==> config.mk <==
export PLATFORM = sky130hd
export DESIGN_NAME = sweep_decoder
export DESIGN_NICKNAME = d
export VERILOG_FILES = /design/src/rtl/sweep_pkg.sv /design/src/rtl/sweep_decoder_onehot_enc.sv /design/src/rtl/sweep_decoder.sv
export SDC_FILE = /design/constraint.sdc
export NUM_CORES = 1
export LEC_CHECK = 0
export ABC_AREA = 1
export BUFFER_PORTS_ARGS = -buffer_cell sky130_fd_sc_hd__buf_2
export CORE_MARGIN = 5
export CORE_UTILIZATION = 59
export CTS_CLUSTER_SIZE = 12
export DETAILED_ROUTE_END_ITERATION = 16
export PLACE_DENSITY = 0.88
export RECOVER_POWER = 50
export SETUP_SLACK_MARGIN = 0.02
export SYNTH_ARGS = -nofsm -noshare
export SYNTH_HDL_FRONTEND = slang
export SYNTH_SLANG_ARGS = --single-unit
==> constraint.sdc <==
create_clock -name clk -period 3.05 [get_ports clk]
set_input_delay 0.305 -clock clk [delete_from_list [all_inputs] [get_ports clk]]
set_output_delay 0.305 -clock clk [all_outputs]
set_load 0.01 [all_outputs]
==> src/rtl/sweep_pkg.sv <==
// sweep_pkg: shared types and constants for the sweep_decoder block.
//   sweep_state_t : tracking FSM states (IDLE, ACQ, UP, DOWN, FAULT)
//   ERR_*         : values reported on err_code (first error wins)
package sweep_pkg;

    typedef enum logic [2:0] {
        IDLE,   // no position seen since reset
        ACQ,    // position seen, direction not yet established
        UP,     // moving toward MSB
        DOWN,   // moving toward LSB
        FAULT   // protocol violation seen
    } sweep_state_t;

    localparam logic [1:0] ERR_NONE   = 2'b00;
    localparam logic [1:0] ERR_ONEHOT = 2'b01;
    localparam logic [1:0] ERR_STEP   = 2'b10;

endpackage

==> src/rtl/sweep_decoder_onehot_enc.sv <==
// onehot_enc: combinational one-hot to binary encoder with legality flag.
//   onehot    in  WIDTH  candidate one-hot vector
//   index     out IDX_W  binary index of the set bit (meaningful only when is_onehot)
//   is_onehot out 1      exactly one bit of onehot is set (all-zero is illegal)
module onehot_enc #(
    parameter int WIDTH = 8,
    parameter int IDX_W = $clog2(WIDTH)
) (
    input  logic [WIDTH-1:0] onehot,
    output logic [IDX_W-1:0] index,
    output logic             is_onehot
);

    // OR-ing the indices of all set bits yields the right index for a
    // legal vector; illegal vectors are flagged separately.
    always_comb begin
        // NOTE: default assignment first so no path leaves index unassigned (no latch).
        index = '0;
        for (int i = 0; i < WIDTH; i++) begin
            if (onehot[i]) index |= IDX_W'(i);
        end
    end

    // Clearing the lowest set bit leaves zero only when a single bit was set.
    assign is_onehot = (onehot != '0) && ((onehot & (onehot - WIDTH'(1))) == '0);

endmodule

==> src/rtl/sweep_decoder.sv <==
// sweep_decoder: converts the bouncing one-hot position bus into a binary
// index, tracks sweep direction, flags protocol errors and counts round trips.
// Optional feature macro: SWEEP_DEC_RECOVER_EN (a legal position-0 sample
// leaves FAULT and restarts an upward sweep; err/err_code stay sticky).
//   clk          in  1      rising-edge clock
//   reset        in  1      synchronous, active-high
//   pos_valid    in  1      pos is sampled this cycle
//   pos          in  WIDTH  one-hot position
//   idx          out IDX_W  index of last accepted position
//   idx_valid    out 1      pulse: idx updated (including holds)
//   dir          out 1      1 = toward MSB, 0 = toward LSB
//   bounce       out 1      pulse: end-point reversal
//   sweep_count  out CNT_W  completed round trips (wraps)
//   err          out 1      sticky error flag
//   err_code     out 2      first error: 01 not one-hot, 10 illegal step
module sweep_decoder
    import sweep_pkg::*;
#(
    parameter  int WIDTH = 8,
    parameter  int CNT_W = 16,
    localparam int IDX_W = $clog2(WIDTH)
) (
    input  logic             clk,
    input  logic             reset,
    input  logic             pos_valid,
    input  logic [WIDTH-1:0] pos,
    output logic [IDX_W-1:0] idx,
    output logic             idx_valid,
    output logic             dir,
    output logic             bounce,
    output logic [CNT_W-1:0] sweep_count,
    output logic             err,
    output logic [1:0]       err_code
);

    localparam logic [IDX_W-1:0] LAST = IDX_W'(WIDTH - 1);
    localparam logic [IDX_W:0]   ONE  = (IDX_W + 1)'(1);

    sweep_state_t     state;
    logic [IDX_W-1:0] n;
    logic             legal;

    onehot_enc #(.WIDTH(WIDTH), .IDX_W(IDX_W)) u_enc (
        .onehot    (pos),
        .index     (n),
        .is_onehot (legal)
    );

    // Step tests done one bit wider so p+1 / p-1 never wrap at the ends.
    logic step_up, step_dn, hold, at_first, at_last;
    assign step_up  = ({1'b0, n} == {1'b0, idx} + ONE);
    assign step_dn  = ({1'b0, n} + ONE == {1'b0, idx});
    assign hold     = (n == idx);
    assign at_first = (n == '0);
    assign at_last  = (n == LAST);

    // NOTE: sequential state uses non-blocking assignments only.
    always_ff @(posedge clk) begin
        if (reset) begin
            state       <= IDLE;
            idx         <= '0;
            idx_valid   <= 1'b0;
            dir         <= 1'b1;
            bounce      <= 1'b0;
            sweep_count <= '0;
            err         <= 1'b0;
            err_code    <= ERR_NONE;
        end else begin
            idx_valid <= 1'b0;
            bounce    <= 1'b0;
            if (pos_valid) begin
                if (state == FAULT) begin
`ifdef SWEEP_DEC_RECOVER_EN
                    if (legal && at_first) begin
                        state     <= UP;
                        idx       <= '0;
                        dir       <= 1'b1;
                        idx_valid <= 1'b1;
                    end
`else
                    // Terminal until reset: every sample is ignored.
`endif
                end else if (!legal) begin
                    state <= FAULT;
                    err   <= 1'b1;
                    if (err_code == ERR_NONE) err_code <= ERR_ONEHOT;
                end else if (state == IDLE) begin
                    idx       <= n;
                    idx_valid <= 1'b1;
                    if (at_first) begin
                        state <= UP;
                        dir   <= 1'b1;
                    end else if (at_last) begin
                        state <= DOWN;
                        dir   <= 1'b0;
                    end else begin
                        state <= ACQ;
                    end
                end else if (hold) begin
                    idx_valid <= 1'b1;
                end else if ((state == ACQ && (step_up || step_dn)) ||
                             (state == UP && step_up) ||
                             (state == DOWN && step_dn)) begin
                    idx       <= n;
                    idx_valid <= 1'b1;
                    // Arriving at an end always heads back the other way; it
                    // counts as a bounce only when a direction was established.
                    if (at_last) begin
                        state  <= DOWN;
                        dir    <= 1'b0;
                        bounce <= (state == UP);
                    end else if (at_first) begin
                        state  <= UP;
                        dir    <= 1'b1;
                        bounce <= (state == DOWN);
                        if (state == DOWN) sweep_count <= sweep_count + CNT_W'(1);
                    end else begin
                        state <= step_up ? UP : DOWN;
                        dir   <= step_up;
                    end
                end else begin
                    state <= FAULT;
                    err   <= 1'b1;
                    if (err_code == ERR_NONE) err_code <= ERR_STEP;
                end
            end
        end
    end

endmodule

==> flow_metrics.tcl, run 1 <==
set metrics [dict create \
    pin_count 36 \
    synth-xor-area-share 0.0780 \
    syn_to_final_growth_pct 10.8 \
    layout_commonest_cell "nand2_1" \
    crit_fanout 19 \
    power_density_mw_per_mm2 328 \
    finalClockSkew_ps 9.58 \
    post_cts_resize_count 0 \
    required_ps 3320 \
    p_leak_nw 0.908 \
    rsz0062_at_grt "false" \
    synth_simple_gate_area_share 0.415 \
    synth_nets 304 \
    firstDrtPassIters 4 \
    nets 338 \
    yosysUniqueCellTypes 27 \
    maxCapViolCount 0 \
    drt-initial-drc-count 163 \
    startpoint "pos[7]" \
    wl_per_cell_um 12.0 \
    hold_viol 0 \
    synth_mux_area_frac 0 \
    end_kind "flip-flop" \
    worst_slew_pin_slew_ps 474 \
    cp-start-kind "input pin" \
    diodes 0 \
    h-tree-depth 1 \
    critPathKind "in2reg" \
    synth.avg_cell_area_um2 6.63 \
    clk_pin_slew_worst_paths_ps 160 \
    synth_fa_ha_area_frac 0.0328 \
    synth_top_family_by_area "simple AND/OR/NAND/NOR gates" \
    yosysWarnings 0 \
    postCtsSetupRepairBufs 0 \
    cts_made_buffers 3 \
    outcome "finished, final reports clean" \
    final_cell_mix "71 x nand2_1, 36 x nand3_1, 35 x inv_1, 28 x a21oi_1, 28 x dfxtp_1" \
    antenna_found_initial 0 \
    grt_pass1_wl_um 7670 \
    num_vias 1945 \
    arrival_ps 2670 \
    grt_overflow 0 \
    hold_path_class "in2reg" \
    max-clock-path-buffers 2 \
    io_buffers 35 \
    fin_crit_ps 2400 \
    min-delay-start "reset" \
    drv_slew 0 \
    finalSetupTns_ps 0 \
    peakVddDrop_mv 0.242 \
    drt-vias-per-instance 5.33 \
    start_util 0.620 \
    min_path_cells 2 \
    cts_root_buf "clkbuf_4" \
    syn-cell-area_mm2 0.00191 \
    power.total_mw 0.693 \
    post-route-drc-count 0 \
    netlist_instances 288 \
    cts.sinks 28 \
    slew-limit-headroom 0.681 \
    rows 20 \
    seq_area_frac_synth 0.294 \
    finalSetupViolations 0 \
    drt.antenna.violating_nets 0 \
    holdBufCountCts 0 \
    dieArea_mm2 0.00447 \
    drive_above_1_share 0.0903 \
    coreArea_mm2 0.00308 \
    worstReg2RegStart "idx[1]$_SDFFE_PP0P_" \
    hpwl_um 3290 \
    die_w_um 66.9 \
    clock_latency_ps 330 \
    wl_um 4400 \
    fmax_mhz 417 \
    cts_tree "done" \
    first_global_vias 1689 \
    grt_max_degree 24 \
    ys_ff_latch 28 \
    die_h_um 66.9 \
    period_share 0.786 \
    grt_use_total 0.218 \
    place.gp.congestion 0.871 \
    reg2reg_depth 15 \
    synth_compound_area_frac 0.0892 \
]
-- layout make-up --
| type | instances | area, µm² |
|---|---|---|
| Multi-Input combinational cell | 219 | 1170 |
| Fill cell | 285 | 963 |
| Timing Repair Buffer | 35 | 144 |
| Clock buffer | 3 | 22.5 |
| Tap cell | 44 | 55.1 |
| Sequential cell | 28 | 561 |
| Clock inverter | 1 | 30.0 |
| Inverter | 35 | 131 |
-- cell families after synthesis --
group | Yosys count
compound gates | 34
buf+inv | 41
xor+xnor | 17
fa+ha+maj | 5
flops | 28
simple gates | 163
-- worst paths after layout --
path / endpoint / slack (ps)
max: state[0]$_SDFFE_PP0P_ / 650
min: sweep_count[9]$_SDFFE_PP0P_ / 400
max reg2reg: state[0]$_SDFFE_PP0P_ / 970
min reg2reg: err$_SDFFE_PP0P_ / 470
-- per-layer routing --
layer	up-vias	global-route usage	part of all wire
met4	0	0.0582	0.0082
li1	1000	-	-
met2	65	0.338	0.45
met3	4	0.0304	0.059
met5	-	0	0
met1	876	0.313	0.49
-- registers in the layout, indices dropped and copies added, names as in the netlist --
name,count
idx,3
sweep_count,16
err,1
bounce,1
err_code,2
state,3
dir,1
idx_valid,1
-- Yosys cell counts --
cell type	n	area share
and2_0	1	0.0033
buf_6	2	0.012
nor2_4	3	0.018
nor3b_1	1	0.0039
ha_1	5	0.033
a21oi_1	28	0.073
o21ai_0	4	0.010
nor2_2	4	0.013
nand2_4	2	0.012
dfxtp_1	28	0.29
clkbuf_1	2	0.0039
nor2_8	1	0.010
o21ai_1	2	0.0052
nand2_2	5	0.016
nand4_1	7	0.023
nor2_1	18	0.035
nand3_1	36	0.094
nor4_1	2	0.0066
xor2_1	11	0.050
clkbuf_2	1	0.0026
nand4_2	1	0.0066
inv_1	35	0.069
nand3b_1	3	0.012
buf_4	1	0.0039
nor3_1	8	0.021
nand2_1	71	0.14
xnor2_1	6	0.028
-- worst max-delay path, stage by stage --
cell and delay (ps):
buf_2 130, nor2_1 250, nand2_1 190, ha_1 260
ha_1 280, xor2_1 140, nor2_1 200, nand3_1 130
nand2_1 90, nand2_2 70, nand2_4 210, inv_1 80
nand2_2 120, nand3_1 90, a21oi_1 120
-- power breakdown --
part	internal (mW)	switching, mW	total (mW)
clock network	0.133	0.112	0.245
logic	0.0241	0.0490	0.0731
registers	0.371	0.00437	0.375
total	0.528	0.166	0.693
-- per-stage QoR --
stage,setup slack (ps),area [µm²],util,hold WS [ps],cells
finish,653,2110,0.687,395,365
global route,446,2110,0.687,387,365
CTS,816,2150,0.698,383,365
detailed placement,545,2100,0.681,443,361
global placement,622,2100,0.681,437,361
floorplan,935,1910,-,374,288
(Power assumes the default switching activity.)
==> inputs of run 2 (changes only) <==
--- a/config.mk
+++ b/config.mk
@@ -5,13 +5,13 @@
 export SDC_FILE = /design/constraint.sdc
 export NUM_CORES = 1
 export LEC_CHECK = 0
-export ABC_AREA = 1
+export ABC_AREA = 0
 export BUFFER_PORTS_ARGS = -buffer_cell sky130_fd_sc_hd__buf_2
 export CORE_MARGIN = 5
-export CORE_UTILIZATION = 59
+export CORE_UTILIZATION = 49
 export CTS_CLUSTER_SIZE = 12
 export DETAILED_ROUTE_END_ITERATION = 16
-export PLACE_DENSITY = 0.88
+export PLACE_DENSITY = 0.79
 export RECOVER_POWER = 50
 export SETUP_SLACK_MARGIN = 0.02
 export SYNTH_ARGS = -nofsm -noshare
==> constraint.sdc (replaced) <==
create_clock -name clk -period 2.05 [get_ports clk]
set_input_delay 0.205 -clock clk [delete_from_list [all_inputs] [get_ports clk]]
set_output_delay 0.205 -clock clk [all_outputs]
set_load 0.01 [all_outputs]
==> run 2 against run 1 <==
Compared with the run above: the run now ends with setup timing left; synthesized cell count decreased by 26%; global-route usage increased by 2.1 points; hold slack got worse by 170 ps; first-iteration DRC count increased by 44%; non-clock buffer count increased by 70; synthesized area decreased by 4.5%; clock skew increased by 2.6 ps; combinational power increased by 150%; clock-buffer cell count increased by 1; die area increased by 13%; sequential share of layout area decreased by 7.7 points; critical path type unchanged.
==> flow_metrics.tcl, run 2 <==
set metrics [dict create \
    swShare 0.261 \
    finalClockSkew_ps 12.2 \
    drt.antenna.violating_nets 0 \
    rsz0062_at_grt "true" \
    layout_commonest_cell "buf_4" \
    maxCapViolCount 0 \
    comb_power_share 0.165 \
    crit_chain "buf_6 -> nor4_4 -> inv_2 -> ha_4 -> ha_4 -> and2b_2 -> nand4_4 -> nor3_4 -> buf_6 -> nand3_2 -> or4_4 -> a21oi_1" \
    crit_fanout 5 \
    worst_slew_pin_slew_ps 607 \
    hold_path_class "in2reg" \
    dieArea_mm2 0.00504 \
    cp-start-kind "input pin" \
    wl_um 6700 \
    yosysTopAreaCell "dfxtp_1" \
    yosysWarnings 0 \
    netlist_instances 213 \
    grt_max_degree 32 \
    async_reset_ff_frac 0 \
    slew-limit-headroom 0.596 \
    die_h_um 71.0 \
    cts_tree "done" \
    arrival_ps 2580 \
    drive_above_1_share 0.497 \
    finalSetupViolations 23 \
    peakVddDrop_mv 0.316 \
    top_regs "sweep_count (16), idx (3), state (3)" \
    die_w_um 71.0 \
    post-route-drc-count 0 \
    cts_made_buffers 3 \
    power_density_mw_per_mm2 366 \
    synth_edf_count 0 \
    hold_viol 0 \
    pin_count 36 \
    synth.area.top_cells "dfxtp_1 31%, a21oi_1 6.9%, o31ai_1 6.2%" \
    min-delay-start "pos_valid" \
    grt_pass1_wl_um 9900 \
    drt-vias-per-instance 6.05 \
    diodes 0 \
    worst_hold_slack_ps 224 \
    yosysUniqueCellTypes 50 \
    synth_nets 229 \
    switchingPower_mw 0.285 \
    fmax_mhz 422 \
    wl_per_cell_um 18.6 \
    worstReg2RegStart "sweep_count[4]$_SDFFE_PP0P_" \
    io_buffers 35 \
    yosys.area.top_type_share 0.307 \
    syn_to_final_growth_pct 63.3 \
    cts.sinks 28 \
    start_util 0.502 \
    nets 329 \
    synth.most_common_cell "dfxtp_1" \
    rows 22 \
    max_stage_delay_ps 490 \
    max-clock-path-buffers 2 \
    final_cell_mix "62 x buf_4, 28 x dfxtp_1, 19 x a21oi_1, 16 x buf_2, 15 x clkbuf_1" \
    outcome "finished, violations left" \
    ys_ff_latch 28 \
    clk_pin_slew_worst_paths_ps 110 \
    syn-cell-area_mm2 0.00182 \
    regMostFlops "sweep_count" \
    p_leak_nw 1.10 \
    cts_root_buf "clkbuf_8" \
    clock_latency_ps 280 \
    violations "setup timing" \
    fin_crit_ps 2370 \
    critPathKind "in2reg" \
    antenna_found_initial 0 \
    required_ps 2260 \
    first_global_vias 2062 \
    pre_cts_slack_ps -546 \
    yosys-top-cells-count "28 x dfxtp_1, 25 x a21oi_1, 17 x nand2_1, 15 x o31ai_1" \
    end_kind "flip-flop" \
    p_int_mw 0.806 \
    grt_overflow 0 \
    drv_slew 0 \
    cpMaxStageDelayCell "or4_4" \
    num_vias 2178 \
    startpoint "pos[6]" \
    fill_cells 216 \
    synth.avg_cell_area_um2 8.56 \
    drt-initial-drc-count 235 \
    h-tree-depth 1 \
    largest_reg_flops 16 \
    firstDrtPassIters 4 \
    setup_slack_ps -322 \
    place.gp.congestion 0.774 \
    period_share 1.16 \
    hpwl_um 3580 \
    p_clk_frac 0.326 \
    coreArea_mm2 0.00363 \
    ys.flop_type "dfxtp_1" \
    seq_area_frac_synth 0.307 \
    grt_use_total 0.238 \
    p_seq_frac 0.509 \
]
==> run 2: final timing paths <==
kind	cells past startpoint	endpoint	slack (ps)
max	12	sweep_count[6]$_SDFFE_PP0P_	-320
min	3	state[2]$_SDFFE_PP0P_	220
max reg2reg	6	sweep_count[15]$_SDFFE_PP0P_	-200
min reg2reg	1	err_code[1]$_SDFFE_PP0P_	490
==> run 2: through the flow <==
step	cell area (µm²)	total power [mW]	util	TNS [ps]	cells
6_report	2980	1.09	0.820	-3960	360
2_1_floorplan	1910	0.648	-	-6990	213
4_1_cts	2720	1.08	0.750	-2280	349
3_3_place_gp	2430	0.706	0.668	-9100	332
3_5_place_dp	2430	0.710	0.668	-10590	332
5_1_grt	2980	1.12	0.820	-5720	360
==> run 2: cell type report <==
class / instances / area [µm²] / share of cell area
Multi-Input combinational cell: 169 / 1530 / 0.514
Clock buffer: 4 / 55.1 / 0.0185
Sequential cell: 28 / 561 / 0.188
Inverter: 6 / 22.5 / 0.00756
Tap cell: 48 / 60.1 / 0.0202
Timing Repair Buffer: 105 / 749 / 0.252
==> run 2: power by group through the flow <==
stage / clock network, mW / logic [mW] / registers (mW)
6_report: 0.355 / 0.180 / 0.555
5_1_grt: 0.375 / 0.192 / 0.556
4_1_cts: 0.358 / 0.162 / 0.555
3_5_place_dp: 0 / 0.142 / 0.568
3_3_place_gp: 0 / 0.139 / 0.568
2_1_floorplan: 0 / 0.0783 / 0.570
==> run 2: repair_timing <==
action / 4_1_cts / 5_1_grt
pin swaps: 24 / 34
gates resized for setup: 22 / 44
setup buffers: 11 / 13
hold buffers: 0 / 0
setup endpoints to repair: 21 / 27
cloned: 3 / 0
==> run 2: cell families after synthesis <==
logic type,share of synthesized area
AND/OR/NAND/NOR,0.297
AO/OA/AOI/OAI,0.237
flip-flops,0.307
buffers and inverters,0.0638
XOR/XNOR,0.0384
adder cells (fa/ha/maj),0.0398
multiplexers,0.0165
==> run 2: worst max-delay path, delay by kind of cell <==
| kind | cells | cell delay (ps) |
|---|---|---|
| AOI/OAI and AO/OA | 1 | 190 |
| adders and majority gates | 2 | 330 |
| buffers and inverters | 3 | 330 |
| and+or+nand+nor | 6 | 1520 |
==> run 2: per-layer routing <==
layer | up-vias | global-route usage | wire, µm
met2 | 95 | 0.427 | 3410
met3 | 27 | 0.0355 | 322
met4 | 0 | 0.0772 | 213
met1 | 1030 | 0.290 | 2760
met5 | - | 0 | 0
li1 | 1026 | - | -
==> inputs of run 3 (changes only) <==
--- a/config.mk
+++ b/config.mk
@@ -7,11 +7,13 @@
 export LEC_CHECK = 0
 export ABC_AREA = 0
 export BUFFER_PORTS_ARGS = -buffer_cell sky130_fd_sc_hd__buf_2
+export CELL_PAD_IN_SITES_DETAIL_PLACEMENT = 1
+export CELL_PAD_IN_SITES_GLOBAL_PLACEMENT = 1
 export CORE_MARGIN = 5
-export CORE_UTILIZATION = 49
+export CORE_UTILIZATION = 37
 export CTS_CLUSTER_SIZE = 12
 export DETAILED_ROUTE_END_ITERATION = 16
-export PLACE_DENSITY = 0.79
+export PLACE_DENSITY = 0.8
 export RECOVER_POWER = 50
 export SETUP_SLACK_MARGIN = 0.02
 export SYNTH_ARGS = -nofsm -noshare
==> run 3 against run 2 <==
Compared with the run above: the flow still finishes with violations (setup timing); register-to-register slack about the same; non-clock buffer count is 7 higher; combinational power grew 7%; critical path depth fell by 1; die area is 28% higher; total power increased by 1.3%; routed wire length rose by 22%; flip-flop and latch count did not move; cell area rose by 2.1%; utilization decreased by 18 points; critical path type unchanged; critical endpoint is now sweep_count[15]$_SDFFE_PP0P_; largest cell class unchanged; highest routed layer unchanged.
==> flow_metrics.tcl, run 3 (synthesis gave the netlist of run 2 again) <==
set metrics [dict create \
    outcome "finished, violations left" \
    violations "setup timing" \
    drive_above_1_share 0.500 \
    arrival_ps 2660 \
    die_w_um 80.2 \
    cp-start-kind "input pin" \
    topRoutingLayerUsed "met4" \
    grt_overflow 0 \
    top_regs "sweep_count (16), idx (3), state (3)" \
    io_buffers 35 \
    fin_crit_ps 2450 \
    grt_max_degree 32 \
    slew-limit-headroom 0.547 \
    layout_commonest_cell "buf_4" \
    start_util 0.383 \
    drt.antenna.violating_nets 0 \
    max-clock-path-buffers 2 \
    maxCapViolCount 0 \
    worst_slew_pin_slew_ps 679 \
    clock_latency_ps 290 \
    rows 25 \
    finalSetupViolations 27 \
    p_leak_nw 1.16 \
    wl_met3_um 389 \
    clk_pin_slew_worst_paths_ps 110 \
    setup_slack_ps -396 \
    end_kind "flip-flop" \
    final_cell_mix "69 x buf_4, 26 x dfxtp_1, 21 x a21oi_1, 18 x buf_2, 15 x nand2_1" \
    coreArea_mm2 0.00475 \
    syn_to_final_growth_pct 66.8 \
    hpwl_um 4350 \
    hold_viol 0 \
    drt-initial-drc-count 171 \
    grt_use_total 0.237 \
    period_share 1.19 \
    finish.instance_area_mm2 0.00304 \
    hold_path_class "in2reg" \
    pin_count 36 \
    crit_buf_inv 3 \
    power_density_mw_per_mm2 363 \
    largest_reg_flops 16 \
    critical-path-top-delay-family "simple AND/OR/NAND/NOR gates" \
    cts_made_buffers 3 \
    layout.cells.non_filler 383 \
    rsz0062_at_grt "true" \
    place_inst 358 \
    cpMaxStageDelayCell "or4_1" \
    drv_slew 0 \
    wl_met1_um 3250 \
    place.gp.congestion 0.769 \
    peakVddDrop_mv 0.468 \
    diodes 0 \
    post-route-drc-count 0 \
    firstDrtPassIters 4 \
    cts_root_buf "clkbuf_8" \
    num_vias 2243 \
    fill_cells 562 \
    drt-vias-per-instance 5.86 \
    cts_tree "done" \
    wl_um 8160 \
    place_area_mm2 0.00252 \
    finalClockSkew_ps 18.2 \
    crit_chain "buf_12 -> buf_4 -> nor4_4 -> inv_2 -> ha_4 -> and2b_2 -> nand4_4 -> nor3_4 -> nand4_1 -> or4_1 -> a21oi_1" \
    max_stage_delay_ps 550 \
    antenna_found_initial 0 \
    worst_hold_slack_ps 257 \
    regMostFlops "sweep_count" \
    die_h_um 80.2 \
    grt_pass1_wl_um 12100 \
    critPathKind "in2reg" \
    h-tree-depth 1 \
    regArea_um2 566 \
    required_ps 2260 \
    first_global_vias 2359 \
    fmax_mhz 409 \
    reg2reg_slack_ps -210 \
    routed-wl-met2_um 4250 \
    multiInputGateArea_mm2 0.00149 \
    dieArea_mm2 0.00643 \
    nets 333 \
    crit_fanout 5 \
    wl_per_cell_um 21.3 \
    cts.sinks 28 \
]
[run 3: cell count changes in the layout (fill, tap and decap cells not counted), sizes merged]
| cell | previous run | this run |
|---|---|---|
| clkbuf | 19 | 17 |
| buf | 90 | 99 |
| a21o | 4 | 1 |
[run 3: routing by layer]
metal,global-route usage,up-vias
li1,-,1024
met1,0.277,1100
met2,0.452,93
met3,0.0280,26
met4,0.0574,0
met5,0,-
[run 3: final cells by class]
type,count,area share
multi-input combinational,166,0.490
timing repair buffer,112,0.271
clock buffer,4,0.0181
tap,67,0.0276
sequential,28,0.186
inverter,6,0.00740
[run 3: path summary, 6_finish.rpt]
| check | startpoint | to | depth (start not counted) |
|---|---|---|---|
| setup / recovery | pos[7] | sweep_count[15]$_SDFFE_PP0P_ | 11 |
| setup reg to reg | idx[1]$_SDFFE_PP0P_ | sweep_count[12]$_SDFFE_PP0P_ | 8 |
| hold / removal | pos_valid | state[2]$_SDFFE_PP0P_ | 3 |
| hold reg to reg | err_code[1]$_SDFFE_PP0P_ | err_code[1]$_SDFFE_PP0P_ | 2 |
[run 3: power by group]
group          internal [mW]  switching [mW]
sequential             0.549         0.00737
clock                  0.172           0.185
combinational         0.0889           0.103
total                  0.810           0.295
[run 3: timing repair]
item                       CTS  global route
setup buffers               20             4
pin swaps                   34            19
resized for setup           30            37
hold buffers                 0             0
setup endpoints to repair   25            27
[run 3: worst min-delay path, stage by stage]
cell and delay, ps:
buf_2 110, nor2_1 110, a311oi_2 60
[run 3: metrics by stage]
step / setup TNS (ps) / setup WS (ps) / utilization / total power, mW
after detailed placement: -11320 / -560 / 0.529 / 0.718
after global routing: -9290 / -485 / 0.640 / 1.15
after global placement: -9340 / -485 / 0.529 / 0.712
after floorplan: -6990 / -449 / - / 0.648
after CTS: -2780 / -230 / 0.595 / 1.08
final: -6280 / -396 / 0.640 / 1.10
